`src/rtl/obj_scan_ctrl.sv`:
```
// Per-line object scanner: walks the 32 object slots of one RAM bank, picks out
// up to 8 objects covering the prepared line and queues them in an 8-deep FWFT FIFO.
module obj_scan_ctrl (
    input  logic       clkm_48MHZ,
    input  logic       reset,
    input  logic       pix_ce,
    input  logic       line_start,
    input  logic [7:0] vline,
    input  logic       obj_bank,
    input  logic       objon,
    output logic [7:0] obj_addr,
    output logic       obj_rd,
    input  logic [7:0] obj_data,
    output logic       ent_valid,
    input  logic       ent_ready,
    output logic [7:0] ent_x,
    output logic [7:0] ent_code,
    output logic [7:0] ent_attr,
    output logic [3:0] ent_row,
    output logic       line_done,
    output logic       ovf
);

    localparam logic [2:0] S_IDLE    = 3'd0;
    localparam logic [2:0] S_RD_Y    = 3'd1;
    localparam logic [2:0] S_CHK     = 3'd2;
    localparam logic [2:0] S_RD_X    = 3'd3;
    localparam logic [2:0] S_RD_CODE = 3'd4;
    localparam logic [2:0] S_RD_ATTR = 3'd5;
    localparam logic [2:0] S_PUSH    = 3'd6;
    localparam logic [2:0] S_DONE    = 3'd7;

    logic [2:0]  state_q, state_d;
    logic [4:0]  slot_q, slot_d;
    logic [3:0]  found_q, found_d;
    logic [7:0]  vline_q, vline_d;
    logic        bank_q, bank_d;
    logic [3:0]  diff_q, diff_d;
    logic [7:0]  x_q, x_d;
    logic [7:0]  code_q, code_d;
    logic [7:0]  attr_q, attr_d;
    logic [7:0]  addr_q, addr_d;
    logic        rd_q, rd_d;
    logic        done_q, done_d;
    logic        ovf_q, ovf_d;

    logic [27:0] fifo_mem_q [8];
    logic [27:0] fifo_mem_d [8];
    logic [2:0]  rd_ptr_q, rd_ptr_d;
    logic [2:0]  wr_ptr_q, wr_ptr_d;
    logic [3:0]  count_q, count_d;

    logic [7:0]  diff_full;
    logic        last_slot;
    logic        advance;
    logic        push;
    logic        pop;
    logic        flush;
    logic [3:0]  row;
    logic [27:0] push_entry;

    // Objects are in range when Y + line wraps into the top 16 codes; the low
    // nibble is then the row within the 16-line sprite.
    assign diff_full  = obj_data + vline_q;
    assign last_slot  = (slot_q == 5'd31);
    assign row        = attr_q[1] ? ~diff_q : diff_q;
    assign push_entry = {x_q, code_q, attr_q, row};

    always_comb begin
        state_d = state_q;
        slot_d  = slot_q;
        found_d = found_q;
        vline_d = vline_q;
        bank_d  = bank_q;
        diff_d  = diff_q;
        x_d     = x_q;
        code_d  = code_q;
        attr_d  = attr_q;
        addr_d  = addr_q;
        rd_d    = 1'b0;
        done_d  = done_q;
        ovf_d   = ovf_q;
        flush   = 1'b0;
        push    = 1'b0;
        advance = 1'b0;
        if (!objon) begin
            state_d = S_IDLE;
            flush   = 1'b1;
        end else if (pix_ce && line_start) begin
            vline_d = vline;
            bank_d  = obj_bank;
            slot_d  = 5'd0;
            found_d = 4'd0;
            ovf_d   = 1'b0;
            done_d  = 1'b0;
            flush   = 1'b1;
            state_d = S_RD_Y;
        end else if (pix_ce) begin
            case (state_q)
                S_RD_Y: begin
                    addr_d  = {bank_q, slot_q, 2'd0};
                    rd_d    = 1'b1;
                    state_d = S_CHK;
                end
                S_CHK: begin
                    diff_d = diff_full[3:0];
                    if (diff_full[7:4] != 4'hF) begin
                        advance = 1'b1;
                    end else if (found_q == 4'd8) begin
                        ovf_d   = 1'b1;
                        done_d  = 1'b1;
                        state_d = S_DONE;
                    end else begin
                        addr_d  = {bank_q, slot_q, 2'd1};
                        rd_d    = 1'b1;
                        state_d = S_RD_X;
                    end
                end
                S_RD_X: begin
                    x_d     = obj_data;
                    addr_d  = {bank_q, slot_q, 2'd2};
                    rd_d    = 1'b1;
                    state_d = S_RD_CODE;
                end
                S_RD_CODE: begin
                    code_d  = obj_data;
                    addr_d  = {bank_q, slot_q, 2'd3};
                    rd_d    = 1'b1;
                    state_d = S_RD_ATTR;
                end
                S_RD_ATTR: begin
                    attr_d  = obj_data;
                    state_d = S_PUSH;
                end
                S_PUSH: begin
                    push    = 1'b1;
                    found_d = found_q + 4'd1;
                    advance = 1'b1;
                end
                default: begin
                end
            endcase
            if (advance) begin
                if (last_slot) begin
                    done_d  = 1'b1;
                    state_d = S_DONE;
                end else begin
                    slot_d  = slot_q + 5'd1;
                    state_d = S_RD_Y;
                end
            end
        end
    end

    // Pops are independent of pix_ce so the consumer can drain at full clock rate.
    always_comb begin
        pop        = (count_q != 4'd0) && ent_ready;
        fifo_mem_d = fifo_mem_q;
        rd_ptr_d   = rd_ptr_q;
        wr_ptr_d   = wr_ptr_q;
        count_d    = count_q;
        if (flush) begin
            rd_ptr_d = 3'd0;
            wr_ptr_d = 3'd0;
            count_d  = 4'd0;
        end else begin
            if (push) begin
                fifo_mem_d[wr_ptr_q] = push_entry;
                wr_ptr_d             = wr_ptr_q + 3'd1;
            end
            if (pop) begin
                rd_ptr_d = rd_ptr_q + 3'd1;
            end
            count_d = count_q + {3'd0, push} - {3'd0, pop};
        end
    end

    always_ff @(posedge clkm_48MHZ) begin
        if (reset) begin
            state_q  <= S_IDLE;
            slot_q   <= 5'd0;
            found_q  <= 4'd0;
            vline_q  <= 8'd0;
            bank_q   <= 1'b0;
            diff_q   <= 4'd0;
            x_q      <= 8'd0;
            code_q   <= 8'd0;
            attr_q   <= 8'd0;
            addr_q   <= 8'd0;
            rd_q     <= 1'b0;
            done_q   <= 1'b0;
            ovf_q    <= 1'b0;
            rd_ptr_q <= 3'd0;
            wr_ptr_q <= 3'd0;
            count_q  <= 4'd0;
            for (int i = 0; i < 8; i++) begin
                fifo_mem_q[i] <= 28'd0;
            end
        end else begin
            state_q    <= state_d;
            slot_q     <= slot_d;
            found_q    <= found_d;
            vline_q    <= vline_d;
            bank_q     <= bank_d;
            diff_q     <= diff_d;
            x_q        <= x_d;
            code_q     <= code_d;
            attr_q     <= attr_d;
            addr_q     <= addr_d;
            rd_q       <= rd_d;
            done_q     <= done_d;
            ovf_q      <= ovf_d;
            rd_ptr_q   <= rd_ptr_d;
            wr_ptr_q   <= wr_ptr_d;
            count_q    <= count_d;
            fifo_mem_q <= fifo_mem_d;
        end
    end

    assign obj_addr  = addr_q;
    assign obj_rd    = rd_q;
    assign line_done = done_q;
    assign ovf       = ovf_q;
    assign ent_valid = (count_q != 4'd0);
    assign {ent_x, ent_code, ent_attr, ent_row} = ent_valid ? fifo_mem_q[rd_ptr_q] : 28'd0;

endmodule

```
`config.mk`:
```
export PLATFORM = sky130hd
export DESIGN_NAME = obj_scan_ctrl
export DESIGN_NICKNAME = d
export VERILOG_FILES = /design/src/rtl/obj_scan_ctrl.sv
export SDC_FILE = /design/constraint.sdc
export NUM_CORES = 1
export LEC_CHECK = 0
export BUFFER_PORTS_ARGS = -buffer_cell sky130_fd_sc_hd__buf_2
export CORE_MARGIN = 3
export CORE_UTILIZATION = 55
export CTS_CLUSTER_SIZE = 16
export DETAILED_ROUTE_END_ITERATION = 16
export GPL_TIMING_DRIVEN = 0
export PLACE_DENSITY = 0.84
export SKIP_LAST_GASP = 1
export SYNTH_ARGS = -nofsm -noshare
export SYNTH_HDL_FRONTEND = slang
export SYNTH_SLANG_ARGS = --single-unit
```
`constraint.sdc`:
```
create_clock -name clkm_48MHZ -period 2.8 [get_ports clkm_48MHZ]
set_input_delay 0.84 -clock clkm_48MHZ [delete_from_list [all_inputs] [get_ports clkm_48MHZ]]
set_output_delay 0.84 -clock clkm_48MHZ [all_outputs]
set_load 0.01 [all_outputs]
```
==> results.py <==
metrics = {
    "die": {
        "row_count": 55,
        "die_h_um": 159,
        "die_x_um": 159,
        "io-pin-count": 63,
        "initial_utilization_pct": 56.4,
        "core_sq_um": 22800,
        "dieArea_sq_um": 25300,
    },
    "timing": {
        "clock_skew_ns": 0.0170,
        "hold_slack_ns": 0.453,
        "slew_violations": 0,
        "clock.fmax_mhz": 328,
        "tightest_slew_ns": 0.888,
        "hold_viol": 0,
        "setup_viol": 28,
        "min_period_over_period_pct": 109,
        "relSlewSlack_pct": 40.5,
        "setup_ws_ns": -0.249,
        "rsz0062_at_grt": "yes",
        "fin_tns_setup_ns": -5.40,
        "fin_crit_ns": 3.05,
    },
    "clock_tree": {
        "cts_max_level": 1,
        "cts_root_buf": "clkbuf_16",
        "cts.path.max_buffers": 3,
        "cts.sinks": 294,
        "cts_tree": "yes",
        "postCtsHoldBufs": 0,
        "clkLatencyLatePin_ns": 0.56,
        "cts-buffers-inserted": 30,
        "clkTransAtPathRegs_ns": 0.06,
    },
    "cells_and_area": {
        "fin_area_sq_um": 14800,
        "final_nets": 1631,
        "layout_commonest_cell": "nand2_1",
        "mostFrequentLayoutCells": "419 x nand2_1, 292 x dfxtp_1, 221 x a21oi_1, 120 x nor2_1, 89 x clkbuf_1",
        "layout-drive-gt1-share_pct": 14.6,
        "antenna_cells": 0,
        "fin_cells": 1920,
        "area_growth_pct": 14.9,
    },
    "place": {
        "dp_hpwl_mm": 25.2,
        "io_buffers": 59,
        "dpl-instance-area_sq_um": 13600,
        "place_congestion": 0.963,
        "dp_cells": 1864,
    },
    "synth": {
        "netlist-cell-type-count": 56,
        "ys_ff_latch": 294,
        "syn_nets": 1536,
        "yosysSeqAreaShare_pct": 45.6,
        "synth_area_leaders": "dfxtp_1 46%, nand2_1 12%, mux4_2 9.8%",
        "synthFlopType": "dfxtp_1",
        "syn_area_sq_um": 12900,
        "synth_edf_count": 0,
        "yosys_warnings": 0,
        "synthCells": 1492,
        "synth.largest_area_cell": "dfxtp_1",
        "synth_top_area_share_pct": 45.6,
        "ys_async_sr_fraction_pct": 0,
        "avgSynthCellArea_sq_um": 8.64,
    },
    "power_and_ir_drop": {
        "p_comb_share_pct": 2.7,
        "peakVddDrop_v": 0.000614,
        "seqPwrFrac_pct": 49.9,
        "power_density_nw_per_um2": 567,
        "p_int_uw": 6560,
        "power.total_uw": 8410,
        "switching_share_pct": 21.9,
        "p_leak_uw": 0.00494,
        "power_switching_uw": 1840,
        "clkPwrFrac_pct": 47.4,
    },
    "drt": {
        "first_iter_violations": 1404,
        "postRouteAntennaNets": 0,
        "route.detailed.drc": 0,
        "vias": 11500,
        "via_per_inst": 5.98,
        "routed_wl_mm": 37.2,
        "dr.pass1.iters": 9,
        "wl_per_cell_um": 19.4,
    },
    "critical_path": {
        "cp-end-kind": "output port",
        "r2r_setup_slack_ns": 0.13,
        "rr_endpoint": "fifo_mem_q[17]",
        "r2r_cells": 8,
        "required_ns": 1.96,
        "reg2reg_from": "state_q[0]",
        "worstPathArrival_ns": 2.21,
        "cp-start-kind": "register",
        "worstPathMaxFanout": 10,
        "critPathCapture": "ent_attr[3]",
        "crit_type": "reg2out",
        "crit_start": "rd_ptr_q[0]",
    },
    "global_route": {
        "grt_pass1_vias": 11300,
        "grt_start_max_net_pins": 16,
        "grt_overflow": 0,
        "antenna_found_initial": 0,
        "grt_util_all_layers_pct": 28.2,
        "grt_pass1_wl_mm": 58.2,
    },
    "hold_path": {
        "min_path_type": "reg2reg",
    },
    "status": {
        "status": "complete, but fails checks",
        "violations": "negative setup slack",
    },
    "flow_run": {
        "maxCapViolations": 0,
    },
}
[registers in the layout, summed over array words and instances (netlist names), 4 cells and up]
| name | cells |
|---|---|
| fifo_mem_q | 224 |
| attr_q | 8 |
| code_q | 8 |
| obj_addr | 8 |
| vline_q | 8 |
| x_q | 8 |
| slot_q | 5 |
| count_q | 4 |
| diff_q | 4 |
| found_q | 4 |
[synth_stat cells, drive strengths merged (3+ instances only)]
master,instances
nand2,419
dfxtp,294
a21oi,222
nor2,121
clkbuf,95
mux4,56
mux2i,55
buf,38
a211oi,36
inv,20
ha,19
o21ai,16
nand3,14
xnor2,12
nor3,7
and3,6
xor2,5
and2,4
nand4,4
or3,4
a21o,3
a31oi,3
nand2b,3
nand4b,3
nor3b,3
nor4b,3
[cells by family (layout without fill, tap and decap cells)]
kind of cell / count (synthesis) / in the layout / synth area share [%]
AOI/OAI and AO/OA: 296 / 296 / 12.9
buffers and inverters: 153 / 268 / 4.86
xor gates and xnor gates: 17 / 17 / 1.15
DFF: 294 / 294 / 45.6
adders and majority gates: 21 / 21 / 2.15
and+or+nand+nor: 600 / 600 / 19.2
muxes: 111 / 111 / 14.1
[worst min-delay path by stage]
stage	startpoint	end	slack, ns	cells after the start
floorplan	fifo_mem_q[149]	fifo_mem_q[149]	0.43	2
global placement	ovf	ovf	0.43	2
detailed placement	fifo_mem_q[39]	fifo_mem_q[39]	0.44	2
CTS	fifo_mem_q[39]	fifo_mem_q[39]	0.45	2
global route	fifo_mem_q[12]	fifo_mem_q[12]	0.47	2
finish	fifo_mem_q[39]	fifo_mem_q[39]	0.45	2
[routing by layer]
metal	vias up	part of all wire [%]	global-route usage, %
met5	-	0	0
met4	0	4.9	14.8
met3	143	8.9	4.08
met2	649	48	47.1
met1	5456	39	35.6
li1	5240	-	-
[final cells by class]
class	instances	area (sq um)
fillers	1833	8030
multi-input cells	1045	6430
flip-flops and latches	294	5890
clock buffers	39	855
plain buffers	133	683
well taps	313	392
repair buffers	63	360
clock inverters	13	134
inverters	20	75.1
[power by group through the flow]
stage          clock (uW)  sequential [uW]  combinational, uW
3_3_place_gp            0             4280                212
5_1_grt              4170             4190                242
4_1_cts              3990             4190                217
3_5_place_dp            0             4280                217
2_1_floorplan           0             4280                127
6_report             3990             4190                228
[critical path, cell delays in order, from the launching register on]
cell and delay, ns:
dfxtp_4 0.41, buf_12 0.16, buf_12 0.14, buf_4 0.21
mux4_2 0.35, mux2i_1 0.20, nor2_1 0.05, buf_2 0.14
[through the flow]
| stage | setup slack (ns) | util [%] |
|---|---|---|
| detailed placement | -0.427 | 59.5 |
| global route | -0.274 | 64.8 |
| floorplan | 0.0266 | - |
| finish | -0.249 | 64.8 |
| global placement | -0.417 | 59.5 |
| CTS | -0.224 | 64.5 |
[what timing repair did]
item                                    CTS  global route
resized for setup                        53             4
cloned                                    0             2
setup buffers                             2             0
endpoints found under the setup margin   28            30
Note: power is estimated with default switching activity, not from simulation.
